<file path="config.mk">
export PLATFORM = sky130hd
export DESIGN_NAME = rf_write_arbiter
export DESIGN_NICKNAME = d
export VERILOG_FILES = /design/src/rtl/rf_arb_pkg.sv /design/src/rtl/rf_aux_fifo.sv /design/src/rtl/rf_write_arbiter.sv
export SDC_FILE = /design/constraint.sdc
export NUM_CORES = 1
export LEC_CHECK = 0
export ABC_AREA = 1
export CORE_MARGIN = 2
export CORE_UTILIZATION = 48
export DETAILED_ROUTE_END_ITERATION = 6
export PLACE_DENSITY = 0.71
export SYNTH_ARGS = -nofsm -noshare
export SYNTH_HDL_FRONTEND = slang
export SYNTH_SLANG_ARGS = --single-unit
</file>
<file path="constraint.sdc">
create_clock -name Clk -period 2.8 [get_ports Clk]
set_clock_uncertainty 0.15 [all_clocks]
set_input_delay 0.42 -clock Clk [delete_from_list [all_inputs] [get_ports Clk]]
set_output_delay 0.42 -clock Clk [all_outputs]
set_load 0.01 [all_outputs]
</file>
<file path="src/rtl/rf_arb_pkg.sv">
// Shared definitions for the register-file write arbiter.
// Holds the register-number and data widths and the queued write entry type.
package rf_arb_pkg;

    localparam int unsigned REG_NUM_W = 3;
    localparam int unsigned DATA_W    = 8;
    localparam int unsigned NUM_REGS  = 8;

    // One queued aux write. valid drops when a newer W write to the same register supersedes it.
    typedef struct packed {
        logic                 valid;
        logic [REG_NUM_W-1:0] reg_num;
        logic [DATA_W-1:0]    data;
    } rf_wr_entry_t;

endpackage

</file>
<file path="src/rtl/rf_aux_fifo.sv">
// Aux write queue: storage, wrapping pointers, per-entry cancel by register number and the
// pending-write mask reduction.
// Ports:
//   Clk, Reset              clock, synchronous active-low reset
//   push, push_reg/data     enqueue a valid entry at the tail (caller guarantees !full)
//   pop                     drop the head slot (caller guarantees !empty)
//   cancel_en, cancel_reg   clear valid of every stored entry targeting cancel_reg
//   full, empty, head       occupancy flags and head slot contents
//   cancel_hit              at least one live entry is being cancelled this cycle
//   pending_mask            onehot OR of the registers of all live entries
module rf_aux_fifo
    import rf_arb_pkg::*;
#(
    parameter int unsigned Depth = 4
) (
    input  logic                 Clk,
    input  logic                 Reset,
    input  logic                 push,
    input  logic [REG_NUM_W-1:0] push_reg,
    input  logic [DATA_W-1:0]    push_data,
    input  logic                 pop,
    input  logic                 cancel_en,
    input  logic [REG_NUM_W-1:0] cancel_reg,
    output logic                 full,
    output logic                 empty,
    output rf_wr_entry_t         head,
    output logic                 cancel_hit,
    output logic [NUM_REGS-1:0]  pending_mask
);

    localparam int unsigned PtrW = $clog2(Depth);
    localparam int unsigned CntW = PtrW + 1;

    rf_wr_entry_t    mem_q [Depth];
    logic [PtrW-1:0] wr_ptr_q, rd_ptr_q;
    logic [CntW-1:0] count_q;
    logic [Depth-1:0] cancel_vec;

    // Unoccupied slots always hold valid=0, so the reductions can scan every slot.
    always_comb begin
        cancel_vec   = '0;
        pending_mask = '0;
        for (int i = 0; i < int'(Depth); i++) begin
            cancel_vec[i] = cancel_en && mem_q[i].valid && (mem_q[i].reg_num == cancel_reg);
            if (mem_q[i].valid) begin
                pending_mask[mem_q[i].reg_num] = 1'b1;
            end
        end
    end

    assign cancel_hit = |cancel_vec;
    assign full       = (count_q == CntW'(Depth));
    assign empty      = (count_q == '0);
    assign head       = mem_q[rd_ptr_q];

    always_ff @(posedge Clk) begin
        if (!Reset) begin
            wr_ptr_q <= '0;
            rd_ptr_q <= '0;
            count_q  <= '0;
            for (int i = 0; i < int'(Depth); i++) begin
                mem_q[i] <= '0;
            end
        end else begin
            for (int i = 0; i < int'(Depth); i++) begin
                if (cancel_vec[i]) begin
                    mem_q[i].valid <= 1'b0;
                end
            end
            if (pop) begin
                mem_q[rd_ptr_q].valid <= 1'b0;
                rd_ptr_q              <= rd_ptr_q + PtrW'(1);
            end
            // A push lands after the cancel scan, so an aux write racing a W write to the
            // same register stays valid (aux is treated as the newer value).
            if (push) begin
                mem_q[wr_ptr_q] <= '{valid: 1'b1, reg_num: push_reg, data: push_data};
                wr_ptr_q        <= wr_ptr_q + PtrW'(1);
            end
            case ({push, pop})
                2'b10:   count_q <= count_q + CntW'(1);
                2'b01:   count_q <= count_q - CntW'(1);
                default: count_q <= count_q;
            endcase
        end
    end

endmodule

</file>
<file path="src/rtl/rf_write_arbiter.sv">
// Shares the register-file write port between the writeback stage (W, always wins) and an
// aux requester (A, queued and drained in idle WB cycles).
// Ports:
//   Clk, Reset                       clock, synchronous active-low reset
//   WB_Valid/WB_Reg/WB_Data          writeback write request
//   Aux_Valid/Aux_Reg/Aux_Data       aux write request, accepted when Aux_Ready
//   Aux_Ready                        queue not full
//   RF_RegWrite/RF_Write_Reg/Data    registered write to the register file
//   Pending_Mask                     registers with a live queued aux write
//   Pipe_Stall                       queue head starved; hold WB_Valid low next cycle
//   Conflict                         pulse: a queued entry was superseded by W
//   Proto_Err                        sticky: WB_Valid seen while Pipe_Stall high
module rf_write_arbiter
    import rf_arb_pkg::*;
#(
    parameter int unsigned FIFO_DEPTH = 4,
    parameter int unsigned MAX_WAIT   = 7
) (
    input  logic                 Clk,
    input  logic                 Reset,
    input  logic                 WB_Valid,
    input  logic [REG_NUM_W-1:0] WB_Reg,
    input  logic [DATA_W-1:0]    WB_Data,
    input  logic                 Aux_Valid,
    input  logic [REG_NUM_W-1:0] Aux_Reg,
    input  logic [DATA_W-1:0]    Aux_Data,
    output logic                 Aux_Ready,
    output logic                 RF_RegWrite,
    output logic [REG_NUM_W-1:0] RF_Write_Reg,
    output logic [DATA_W-1:0]    RF_Write_Data,
    output logic [NUM_REGS-1:0]  Pending_Mask,
    output logic                 Pipe_Stall,
    output logic                 Conflict,
    output logic                 Proto_Err
);

    localparam int unsigned WaitW = $clog2(MAX_WAIT + 1);
    localparam logic [WaitW-1:0] WaitMax = WaitW'(MAX_WAIT);

    logic         fifo_full, fifo_empty, fifo_cancel_hit;
    rf_wr_entry_t fifo_head;
    logic         push, pop;

    logic                 rf_we_d, rf_we_q;
    logic [REG_NUM_W-1:0] rf_reg_d, rf_reg_q;
    logic [DATA_W-1:0]    rf_data_d, rf_data_q;
    logic [WaitW-1:0]     wait_d, wait_q;
    logic                 stall_q, conflict_q, proto_err_q;

    rf_aux_fifo #(
        .Depth (FIFO_DEPTH)
    ) u_fifo (
        .Clk          (Clk),
        .Reset        (Reset),
        .push         (push),
        .push_reg     (Aux_Reg),
        .push_data    (Aux_Data),
        .pop          (pop),
        .cancel_en    (WB_Valid),
        .cancel_reg   (WB_Reg),
        .full         (fifo_full),
        .empty        (fifo_empty),
        .head         (fifo_head),
        .cancel_hit   (fifo_cancel_hit),
        .pending_mask (Pending_Mask)
    );

    // No push-through when full, even if the head pops this cycle.
    assign Aux_Ready = !fifo_full;
    assign push      = Aux_Valid && !fifo_full;
    // Any idle WB cycle pops the head, including cancelled heads (no write, one cycle lost).
    assign pop       = !WB_Valid && !fifo_empty;

    always_comb begin
        rf_we_d   = 1'b0;
        rf_reg_d  = '0;
        rf_data_d = '0;
        if (WB_Valid) begin
            rf_we_d   = 1'b1;
            rf_reg_d  = WB_Reg;
            rf_data_d = WB_Data;
        end else if (pop && fifo_head.valid) begin
            rf_we_d   = 1'b1;
            rf_reg_d  = fifo_head.reg_num;
            rf_data_d = fifo_head.data;
        end
    end

    // Starvation: count cycles a valid head loses to W; a cancelled head neither counts nor
    // clears until it is popped.
    always_comb begin
        wait_d = wait_q;
        if (fifo_empty || pop) begin
            wait_d = '0;
        end else if (WB_Valid && fifo_head.valid && (wait_q != WaitMax)) begin
            wait_d = wait_q + WaitW'(1);
        end
    end

    always_ff @(posedge Clk) begin
        if (!Reset) begin
            rf_we_q     <= 1'b0;
            rf_reg_q    <= '0;
            rf_data_q   <= '0;
            wait_q      <= '0;
            stall_q     <= 1'b0;
            conflict_q  <= 1'b0;
            proto_err_q <= 1'b0;
        end else begin
            rf_we_q     <= rf_we_d;
            rf_reg_q    <= rf_reg_d;
            rf_data_q   <= rf_data_d;
            wait_q      <= wait_d;
            stall_q     <= (wait_d == WaitMax);
            conflict_q  <= fifo_cancel_hit;
            proto_err_q <= proto_err_q | (WB_Valid & stall_q);
        end
    end

    assign RF_RegWrite   = rf_we_q;
    assign RF_Write_Reg  = rf_reg_q;
    assign RF_Write_Data = rf_data_q;
    assign Pipe_Stall    = stall_q;
    assign Conflict      = conflict_q;
    assign Proto_Err     = proto_err_q;

endmodule
</file>
Word-level counts from Yosys, hierarchy flattened
Memories as Yosys holds them, arrays and structs flattened. A register that Yosys moved wholly into a read port is not among the register bits. Index checks and enable logic that the tools add are counted.

Bits in writable memories: 48. Memories: 1. Logic and storage cells: 116. Output and inout port bits: 24. Input bits: 26. Register bits after elaboration: 25.

Memory list: u_fifo.mem_q (words 4, width 12, rd ports 5, clocked after Yosys merged registers in 1, wr ports 5, line rf_aux_fifo.sv:34) `rf_wr_entry_t mem_q [Depth];`.

Muxes and demuxes: 49. Reductions and logical operators: 25. Eq/ne operators: 9. Add/subtract/negate cells: 5. Bitwise gates (word level): 9. Order comparisons: 8.

Operators by type and width (count): 8-bit two-way mux (6); 1-bit two-way mux (29); 8-bit OR (3); 1-bit logical AND (17); 3-bit by 4-bit less-than comparator with 1-bit output (second input constant) (4); 1-bit demux with 3-bit select (4); 3-bit equality test (4); 3-bit by 1-bit >= comparator with 1-bit output (second input constant) (4); 12-bit two-way mux (1); 3-bit two-way mux (4); 12-bit OR reduction (1); 2-bit two-way mux (4); 3-bit by 1-bit adder with 3-bit output (second input constant) (2); 3-bit equality test (second input constant) (2); 3-bit case mux with 2 select lines (1); 1-bit OR (5); 2-bit by 1-bit adder with 2-bit output (second input constant) (2); 4-bit OR reduction (1); 1-bit zero test (3); 3-bit zero test (1); 3-bit inequality test (second input constant) (1); 3-bit by 1-bit subtractor with 3-bit output (second input constant) (1); 2-bit by 1-bit equality test with 1-bit output (second input constant) (1); 2-bit equality test (second input constant) (1); 3 further kinds (3).

Longest topological paths before layout
Gate-level depths: netlist (run 1). An unclocked memory read counts as a cell.

Word-level depth: 12. Depth in mapped cells: 11. Depth with buffers taken out: 11.

By module
From an unflattened synthesis (run 1), not the netlist that was laid out.

Cells, all modules: 455. Area, all modules: 3767.4 µm².

Modules (own cells, without submodules): rf_aux_fifo (instances 1, area each 3037.9 µm², cells an instance 364, sequential area each 1581.5 µm²); rf_write_arbiter (instances 1, area each 729.4 µm², cells an instance 91, sequential area each 360.3 µm²).

Least setup slack after synthesis (run 1)
No wires, ideal clock.

Path kind: input -> register. Start point: input port WB_Valid. End point: register u_fifo.count_q[2]. Slack: 0.756 ns. Stages: 11. Buffers on the path: 1. Library setup time: 0.122 ns. Data required time: 2.528 ns. Arrival time: 1.772 ns. Path through: buf_6 > inv_1 > nand2_2 > inv_1 > ha_1 > inv_1 > fa_1 > a21oi_1 > o21ai_0 > o21ai_0 > a21oi_1.

Cells in the longest elaborated chain, start to end: 4. Elaborated cells between the ends (all ways): 6. Those cells by class: 2 x eq/ne; 1 x mux; 3 x reduce/logical.

Ends and longest elaborated chain: from (decl) (line rf_write_arbiter.sv:21) `input logic WB_Valid,`; 1-bit zero test * (line rf_write_arbiter.sv:72) `assign pop = !WB_Valid && !fifo_empty;`; 1-bit logical AND * (line rf_write_arbiter.sv:72); named net pop (line rf_write_arbiter.sv:42) `logic push, pop;`; 2-bit by 1-bit equality test with 1-bit output / 2-bit equality test (equally long branches) (line rf_aux_fifo.sv:80) `case ({push, pop})`; 3-bit case mux with 2 select lines / 2-bit nonzero test (equally long branches); to (signal assigned) (line rf_aux_fifo.sv:81) `2'b10: count_q <= count_q + CntW'(1);`; to (signal assigned) (line rf_aux_fifo.sv:82) `2'b01: count_q <= count_q - CntW'(1);`; to (signal assigned) (line rf_aux_fifo.sv:83) `default: count_q <= count_q;`; to (decl) (line rf_aux_fifo.sv:36) `logic [CntW-1:0] count_q;`.

The timed path passes the listed nets; every way through them passes the cells marked *. A chain may end at the register's enable or synchronous reset.

==> impl_metrics.ini, run 1 <==
[finish]
antenna_cells = 0
final_design_area_excluding_fillers_um2 = 4520
final.fill_count = 697
layout_cell_share_with_drive_strength_beyond_1_pct = 8.10
multi_input_gate_area_um2 = 1530
finish.net_count = 539
seq_area_um2 = 1940
area.growth.synth_to_final_pct = 20.9

[floorplan]
core_area_um2 = 7650
pin_count = 50
initial_core_utilization_pct = 48.9
fp.dieW_um = 92.3
floorplan.die_area_um2 = 8520
die_height_um = 92.3
row_count = 32

[critical_path]
critical_path.startpoint_type = flop
endpoint_kind = output port
crit_path_max_fanout = 7
critical_path_class = flop to output port
critPathArrivalTime_ps = 2010
cp_data_required_time_ps = 2230

[placement]
placed_cell_area_um2 = 4320
count_of_port_buffers_added_during_placement = 49
dpl.hpwl_um = 6880
gpl.final_weighted_congestion = 0.883

[synthesis]
netlist_instances = 450
synth.ff_latch_count = 75
synth_top_cells_by_area = sky130_fd_sc_hd__edfxtp_1, sky130_fd_sc_hd__dfxtp_1, sky130_fd_sc_hd__nor2_1
synth_cell_types = 32
yosys-top-cells-count = sky130_fd_sc_hd__nor2_1, sky130_fd_sc_hd__nand2_1, sky130_fd_sc_hd__inv_1
synth.net_count = 488
synth-warning-count = 0
synth_top_cell_by_area = sky130_fd_sc_hd__edfxtp_1
primary_ff_master_synth = sky130_fd_sc_hd__edfxtp_1
leading_cell_type_by_number_of_instances_after_synthesis = sky130_fd_sc_hd__nor2_1
synth_edf_count = 44
synthesis.area_per_instance_um2 = 8.32
yosysTopAreaCellShare_pct = 35.3
async_flop_share_pct = 0
seq_area_frac_synth_pct = 51.9
mapped_area_um2 = 3740

[route]
dr.pass1.iters = 4
average_wire_per_cell_in_the_routed_design_um = 15.3
drtIter0Drc = 151
postRouteAntennaNets = 0
drc_errors = 0
avgViaCountPerCell = 5.26
num_vias = 3201
totalWireLength_um = 9280

[timing]
final-hold-violation-count = 0
fin_tns_setup_ps = 0
grt_setup_unrepaired = no
finalWorstPathRequiredPeriod_ps = 2580
setup_viol = 0
worst_slew_pin_slew_ps = 572
report.final.slew_viol_count = 0
layout_worst_path_cycle_share_pct = 92.0
clock.fmax_mhz = 388
maxSlewHeadroom_pct = 61.8

[grt]
first_global_vias = 3171
grt_pass1_wl_um = 15300
grt.overflow.total = 0
track_usage_pct = 23.1
number_of_antenna_violations_at_the_first_check_in_global_routing = 0
grt_start_max_net_pins = 25

[cts]
clock_insertion_delay_worst_skew_ps = 350
clk_pin_slew_worst_paths_ps = 80
numCtsBuffers = 9
post_cts_buffers = 0
clockRootBuffer = sky130_fd_sc_hd__clkbuf_8
tritoncts_num_sinks = 75
h-tree-depth = 3
post_cts.resized_instances = 0
cts_hold_buffers = 0
clock_path_buffers = 2
cts_tree = built

[power]
highest_ir_drop_seen_on_vdd_mv = 0.428
p_total_mw = 3.10
cellPowerDensity_nw_per_um2 = 685
power_leakage_nw = 1.88

[job]
maxCapViolCount = 0

[outcome]
status = completed

[hold_path]
worstHoldPathType = flop to flop
## state kept, by name, summed over array words and instances (netlist names), named ones only
register,flops
u_fifo.count_q,3
u_fifo.mem_q,48
Conflict,1
Proto_Err,1
RF_Write_Data,8
u_fifo.rd_ptr_q,2
wait_q,3
RF_RegWrite,1
Pipe_Stall,1
u_fifo.wr_ptr_q,2
RF_Write_Reg,3
## power by group
part | total [mW] | leakage (nW) | switching (mW) | internal (mW)
logic | 0.868 | 1.07 | 0.555 | 0.314
registers | 1.39 | 0.712 | 0.0924 | 1.29
clock network | 0.843 | 0.0996 | 0.423 | 0.420
total | 3.10 | 1.88 | 1.07 | 2.03
## cell usage in the layout, fill, tap and decap left out, drive strengths merged
cell            n
or2             2
nor3            4
clkdlybuf4s50  49
buf             7
o2111ai         1
inv            52
nand2          92
a22oi           2
o22ai          15
nor2           93
bufinv          1
fa              1
o211ai          4
clkbuf          9
o21ai          32
clkinv          2
o221ai          1
and2            1
ha             11
nand3          13
dfxtp          31
clkinvlp        1
nand3b          1
edfxtp         44
nand4           5
a21oi          31
a31oi           1
## final timing paths
| path | start | endpoint | slack [ps] | depth (start not counted) |
|---|---|---|---|---|
| hold / removal | Proto_Err$_SDFF_PN0_ | Proto_Err$_SDFF_PN0_ | 320 | 2 |
| hold reg to reg | Proto_Err$_SDFF_PN0_ | Proto_Err$_SDFF_PN0_ | 320 | 2 |
| setup / recovery | u_fifo.mem_q[0][9]$_SDFFCE_PN0P_ | Pending_Mask[4] | 220 | 4 |
| setup reg to reg | u_fifo.count_q[1]$_SDFFE_PN0P_ | u_fifo.count_q[2]$_SDFFE_PN0P_ | 710 | 11 |
## per-stage QoR
stage | worst slack, ps | hold slack [ps] | util (%) | instances
2_1_floorplan | 756 | 292 | - | 450
3_3_place_gp | 312 | 296 | 56.5 | 592
3_5_place_dp | 285 | 307 | 56.5 | 592
4_1_cts | 235 | 330 | 59.1 | 608
5_1_grt | 124 | 353 | 59.1 | 608
6_report | 224 | 325 | 59.1 | 608
## critical path: stages (launching register included)
cell and delay, ps:
sky130_fd_sc_hd__edfxtp_1 500, sky130_fd_sc_hd__or2_2 350, sky130_fd_sc_hd__o22ai_1 160, sky130_fd_sc_hd__nand3b_1 120
sky130_fd_sc_hd__clkdlybuf4s50_1 530
## area by class of cell
class	count	area share, %
multi-input cells	310	33.8
clock inverters	7	1.66
flip-flops and latches	75	42.9
clock buffers	9	2.74
well taps	102	2.82
inverters	49	4.07
repair buffers	56	12.0
## metal layers
layer	routed length, um	global-route usage, %
met1	3970	29.4
met2	4660	39.9
met3	509	4.15
met4	146	7.71
met5	0	0
## logic make-up (layout without fill, tap and decap cells)
family / Yosys count / in the layout / share of synthesized area (%)
flip-flops: 75 / 75 / 51.9
AO/OA/AOI/OAI: 87 / 87 / 12.8
buffers and inverters: 65 / 121 / 7.29
AND/OR/NAND/NOR: 211 / 211 / 23.8
adder cells (fa/ha/maj): 12 / 12 / 4.21
Power figures use the tool's default switching activity.
==> inputs of run 2 (changes only) <==
Settings changed: CORE_ASPECT_RATIO set to 0.8, CORE_UTILIZATION 48 to 55, CTS_BUF_LIST set to sky130_fd_sc_hd__clkbuf_8, PLACE_DENSITY 0.71 to 0.8.
==> impl_metrics.ini, run 2 (same netlist as run 1, synthesis figures left out) <==
[outcome]
status = completed

[finish]
layout_common_cells = sky130_fd_sc_hd__nor2_1, sky130_fd_sc_hd__nand2_1, sky130_fd_sc_hd__clkdlybuf4s50_1
antenna_cells = 0
max_reg_flops = 48
mostFrequentLayoutCell = sky130_fd_sc_hd__nor2_1
layout_cell_share_with_drive_strength_beyond_1_pct = 8.30
top_register = u_fifo.mem_q
final.fill_count = 537
finish.net_count = 539
area.growth.synth_to_final_pct = 20.5
finish.utilization_pct = 69.7

[placement]
count_of_port_buffers_added_during_placement = 49
pre_cts_ws_ps = 244
gpl.final_weighted_congestion = 0.922
dpl.hpwl_um = 6760

[critical_path]
critical_path.startpoint_type = flop
r2r_cells = 11
critical_path_class = flop to output port
endpoint_kind = output port
critPathArrivalTime_ps = 2020
critical_path.reg2reg.startpoint = u_fifo.count_q[1]$_SDFFE_PN0P_
crit_path_max_fanout = 7
cp_data_required_time_ps = 2230
crit-reg2reg-capture = u_fifo.count_q[2]$_SDFFE_PN0P_
regToRegSetupSlack_ps = 670

[timing]
clock.fmax_mhz = 386
report.final.slew_viol_count = 0
grt_setup_unrepaired = no
setup_viol = 0
final-hold-violation-count = 0
worst_slew_pin_slew_ps = 565
maxSlewHeadroom_pct = 62.3
fin_tns_setup_ps = 0
post_route_worst_setup_slack_ps = 211
layout_worst_path_cycle_share_pct = 92.5
finalWorstPathRequiredPeriod_ps = 2590

[hold_path]
min-delay-start = Proto_Err$_SDFF_PN0_
hold_path_depth = 2
worstHoldPathType = flop to flop
end_of_the_worst_hold_path = Proto_Err$_SDFF_PN0_

[cts]
cts_hold_buffers = 0
cts_tree = built
clock_path_buffers = 2
post_cts.resized_instances = 0
post_cts_buffers = 0
numCtsBuffers = 9
clock_insertion_delay_worst_skew_ps = 350
clk_pin_slew_worst_paths_ps = 90
tritoncts_num_sinks = 75
h-tree-depth = 3
clockRootBuffer = sky130_fd_sc_hd__clkbuf_8

[power]
switching_share_pct = 35.1
power_frac_comb_pct = 27.9
seq_power_share_pct = 44.3
highest_ir_drop_seen_on_vdd_mv = 0.404
netSwitchingPower_mw = 1.10
internal_power_mw = 2.04
share_clk_of_total_power_pct = 27.8
p_total_mw = 3.14
cellPowerDensity_nw_per_um2 = 696
power_leakage_nw = 1.87

[route]
drc_errors = 0
num_vias = 3272
totalWireLength_um = 9410
avgViaCountPerCell = 5.55
average_wire_per_cell_in_the_routed_design_um = 15.9
postRouteAntennaNets = 0
drtIter0Drc = 241
dr.pass1.iters = 5

[grt]
number_of_antenna_violations_at_the_first_check_in_global_routing = 0
grt_start_max_net_pins = 25
grt.overflow.total = 0
track_usage_pct = 27.0
first_global_vias = 3090
grt_pass1_wl_um = 15300

[floorplan]
floorplan.die_area_um2 = 7480
fp.dieW_um = 96.2
initial_core_utilization_pct = 57.8
die_height_um = 77.8
core_area_um2 = 6470
row_count = 26
pin_count = 50

[job]
maxCapViolCount = 0
[run 2: worst max-delay path, cell delays in order (launching register included)]
cell and delay (ps):
sky130_fd_sc_hd__edfxtp_1 490, sky130_fd_sc_hd__or2_2 350, sky130_fd_sc_hd__o22ai_1 180, sky130_fd_sc_hd__nand3b_1 130, sky130_fd_sc_hd__clkdlybuf4s50_1 530
[run 2: stage by stage]
stage,std cells,area [um2],hold slack (ps)
floorplan,450,3740,292
global placement,574,4300,299
detailed placement,574,4300,314
CTS,590,4510,327
global route,590,4510,372
finish,590,4510,326
[run 2: metal layers]
metal | GRT usage (%) | up-vias | wire, um
li1 | - | 1590 | -
met1 | 39.0 | 1513 | 4220
met2 | 41.7 | 158 | 4240
met3 | 5.73 | 11 | 863
met4 | 6.43 | 0 | 82
met5 | 0 | - | 0
[run 2: layout make-up]
type	count	area (um2)	area share [%]
inverters	49	184	4.08
flip-flops and latches	75	1940	43.1
clock inverters	7	83.8	1.86
well taps	84	105	2.33
repair buffers	56	543	12.0
multi-input cells	310	1530	33.9
clock buffers	9	124	2.75
[run 2: power by group through the flow]
stage	clock network (mW)	registers, mW	logic, mW
2_1_floorplan	0	1.39	0.587
3_3_place_gp	0	1.41	0.836
3_5_place_dp	0	1.41	0.850
4_1_cts	0.877	1.39	0.866
5_1_grt	0.919	1.41	0.988
6_report	0.872	1.39	0.876
[run 2: worst max-delay path by stage]
stage                                     start                             end  cells after the start
3_3_place_gp                           WB_Valid  u_fifo.count_q[2]$_SDFFE_PN0P_                     11
5_1_grt        u_fifo.mem_q[0][8]$_SDFFCE_PN0P_                 Pending_Mask[6]                      6
3_5_place_dp                           WB_Valid  u_fifo.count_q[2]$_SDFFE_PN0P_                     11
6_report       u_fifo.mem_q[0][9]$_SDFFCE_PN0P_                 Pending_Mask[4]                      4
2_1_floorplan                          WB_Valid  u_fifo.count_q[2]$_SDFFE_PN0P_                     11
4_1_cts        u_fifo.mem_q[0][9]$_SDFFCE_PN0P_                 Pending_Mask[4]                      4
==> inputs of run 3 (changes only) <==
Settings changed: CORE_ASPECT_RATIO 0.8 to 1.5, CORE_MARGIN 2 to 1.5.
Clock period 2.8 ns to 3.03 ns, I/O delays scaled along.
==> impl_metrics.ini, run 3 (same netlist as run 1, synthesis figures left out) <==
[cts]
clock_insertion_delay_worst_skew_ps = 360
cts_hold_buffers = 0
clock_path_buffers = 2
cts_tree = built
clockRootBuffer = sky130_fd_sc_hd__clkbuf_8
post_cts.resized_instances = 0
tritoncts_num_sinks = 75
clk_pin_slew_worst_paths_ps = 70
h-tree-depth = 3
numCtsBuffers = 9
post_cts_buffers = 0

[floorplan]
core_area_um2 = 6530
floorplan.die_area_um2 = 7320
die_height_um = 104
pin_count = 50
fp.dieW_um = 70.4
initial_core_utilization_pct = 57.3
row_count = 36

[route]
num_vias = 3233
postRouteAntennaNets = 0
totalWireLength_um = 9460
avgViaCountPerCell = 5.58
average_wire_per_cell_in_the_routed_design_um = 16.3
drc_errors = 0
drtIter0Drc = 208
dr.pass1.iters = 5

[power]
highest_ir_drop_seen_on_vdd_mv = 0.471
cellPowerDensity_nw_per_um2 = 629
power_leakage_nw = 1.87

[timing]
final-hold-violation-count = 0
worst_slew_pin_slew_ps = 559
fin_tns_setup_ps = 0
finalWorstPathRequiredPeriod_ps = 2640
clock.fmax_mhz = 379
timing.hold.ws_ps = 323
layout_worst_path_cycle_share_pct = 87.1
report.final.slew_viol_count = 0
grt_setup_unrepaired = no
setup_viol = 0
maxSlewHeadroom_pct = 62.6

[grt]
track_usage_pct = 26.7
number_of_antenna_violations_at_the_first_check_in_global_routing = 0
grt_pass1_wl_um = 15100
first_global_vias = 3191
grt_start_max_net_pins = 25
grt.overflow.total = 0

[critical_path]
endpoint_kind = output port
critPathArrivalTime_ps = 2030
critical_path_class = flop to output port
cp_data_required_time_ps = 2430
crit_path_max_fanout = 5
critical_path.startpoint_type = flop

[finish]
antenna_cells = 0
mostFrequentLayoutCell = sky130_fd_sc_hd__nor2_1
max_reg_flops = 48
layout_common_cells = sky130_fd_sc_hd__nor2_1, sky130_fd_sc_hd__nand2_1, sky130_fd_sc_hd__clkdlybuf4s50_1
final_design_area_excluding_fillers_um2 = 4450
finish.net_count = 537
layout_cell_share_with_drive_strength_beyond_1_pct = 6.96
area.growth.synth_to_final_pct = 18.9
top_register = u_fifo.mem_q
cell_count_final_fillers_out = 579

[placement]
dpl.hpwl_um = 7010
placedCellCount = 564
placed_cell_area_um2 = 4280
count_of_port_buffers_added_during_placement = 49
gpl.final_weighted_congestion = 0.951

[hold_path]
worstHoldPathType = flop to flop

[outcome]
status = completed

[job]
maxCapViolCount = 0
-- run 3: cell count changes in the layout (fill, tap and decap cells not counted), sizes merged --
cell,delta
clkinv,+3
clkinvlp,-3
buf,-2
inv,-1
-- run 3: power by group --
group / internal (mW) / switching [mW]
Combinational: 0.287 / 0.536
Clock: 0.363 / 0.336
Sequential: 1.20 / 0.0788
-- run 3: metrics by stage --
stage               power, mW  worst slack (ps)  utilization (%)
floorplan                1.83               952                -
global placement         2.09               481             65.5
detailed placement       2.11               475             65.5
CTS                      2.80               402             68.1
global route             2.94               294             68.1
finish                   2.80               391             68.1
-- run 3: worst paths after layout --
check	to	slack, ps	cells after the start	start
min	u_fifo.count_q[0]$_SDFFE_PN0P_	320	1	u_fifo.count_q[0]$_SDFFE_PN0P_
max	Pending_Mask[4]	390	5	u_fifo.mem_q[0][10]$_SDFFCE_PN0P_
max reg2reg	u_fifo.count_q[2]$_SDFFE_PN0P_	950	11	u_fifo.count_q[1]$_SDFFE_PN0P_
min reg2reg	u_fifo.count_q[0]$_SDFFE_PN0P_	320	1	u_fifo.count_q[0]$_SDFFE_PN0P_
-- run 3: final cells by class --
type	count	area, um2
Sequential cell	75	1940
Tap cell	76	95.1
Timing Repair Buffer	54	528
Inverter	49	184
Fill cell	556	2080
Clock buffer	9	124
Clock inverter	6	50.0
Multi-Input combinational cell	310	1530
-- run 3: per-layer routing --
layer  routed length (um)  global-route usage (%)  share of wire, %
met2                 5140                    48.0                54
met4                  399                    15.5               4.2
met1                 3480                    28.5                37
met3                  426                    4.65               4.5
met5                    0                       0                 0
-- run 3: critical path: stages, from the launching register on --
cell                              delay, ps
sky130_fd_sc_hd__edfxtp_1               460
sky130_fd_sc_hd__inv_1                  120
sky130_fd_sc_hd__or2_2                  300
sky130_fd_sc_hd__o22ai_1                160
sky130_fd_sc_hd__nand3b_1               130
sky130_fd_sc_hd__clkdlybuf4s50_1        530
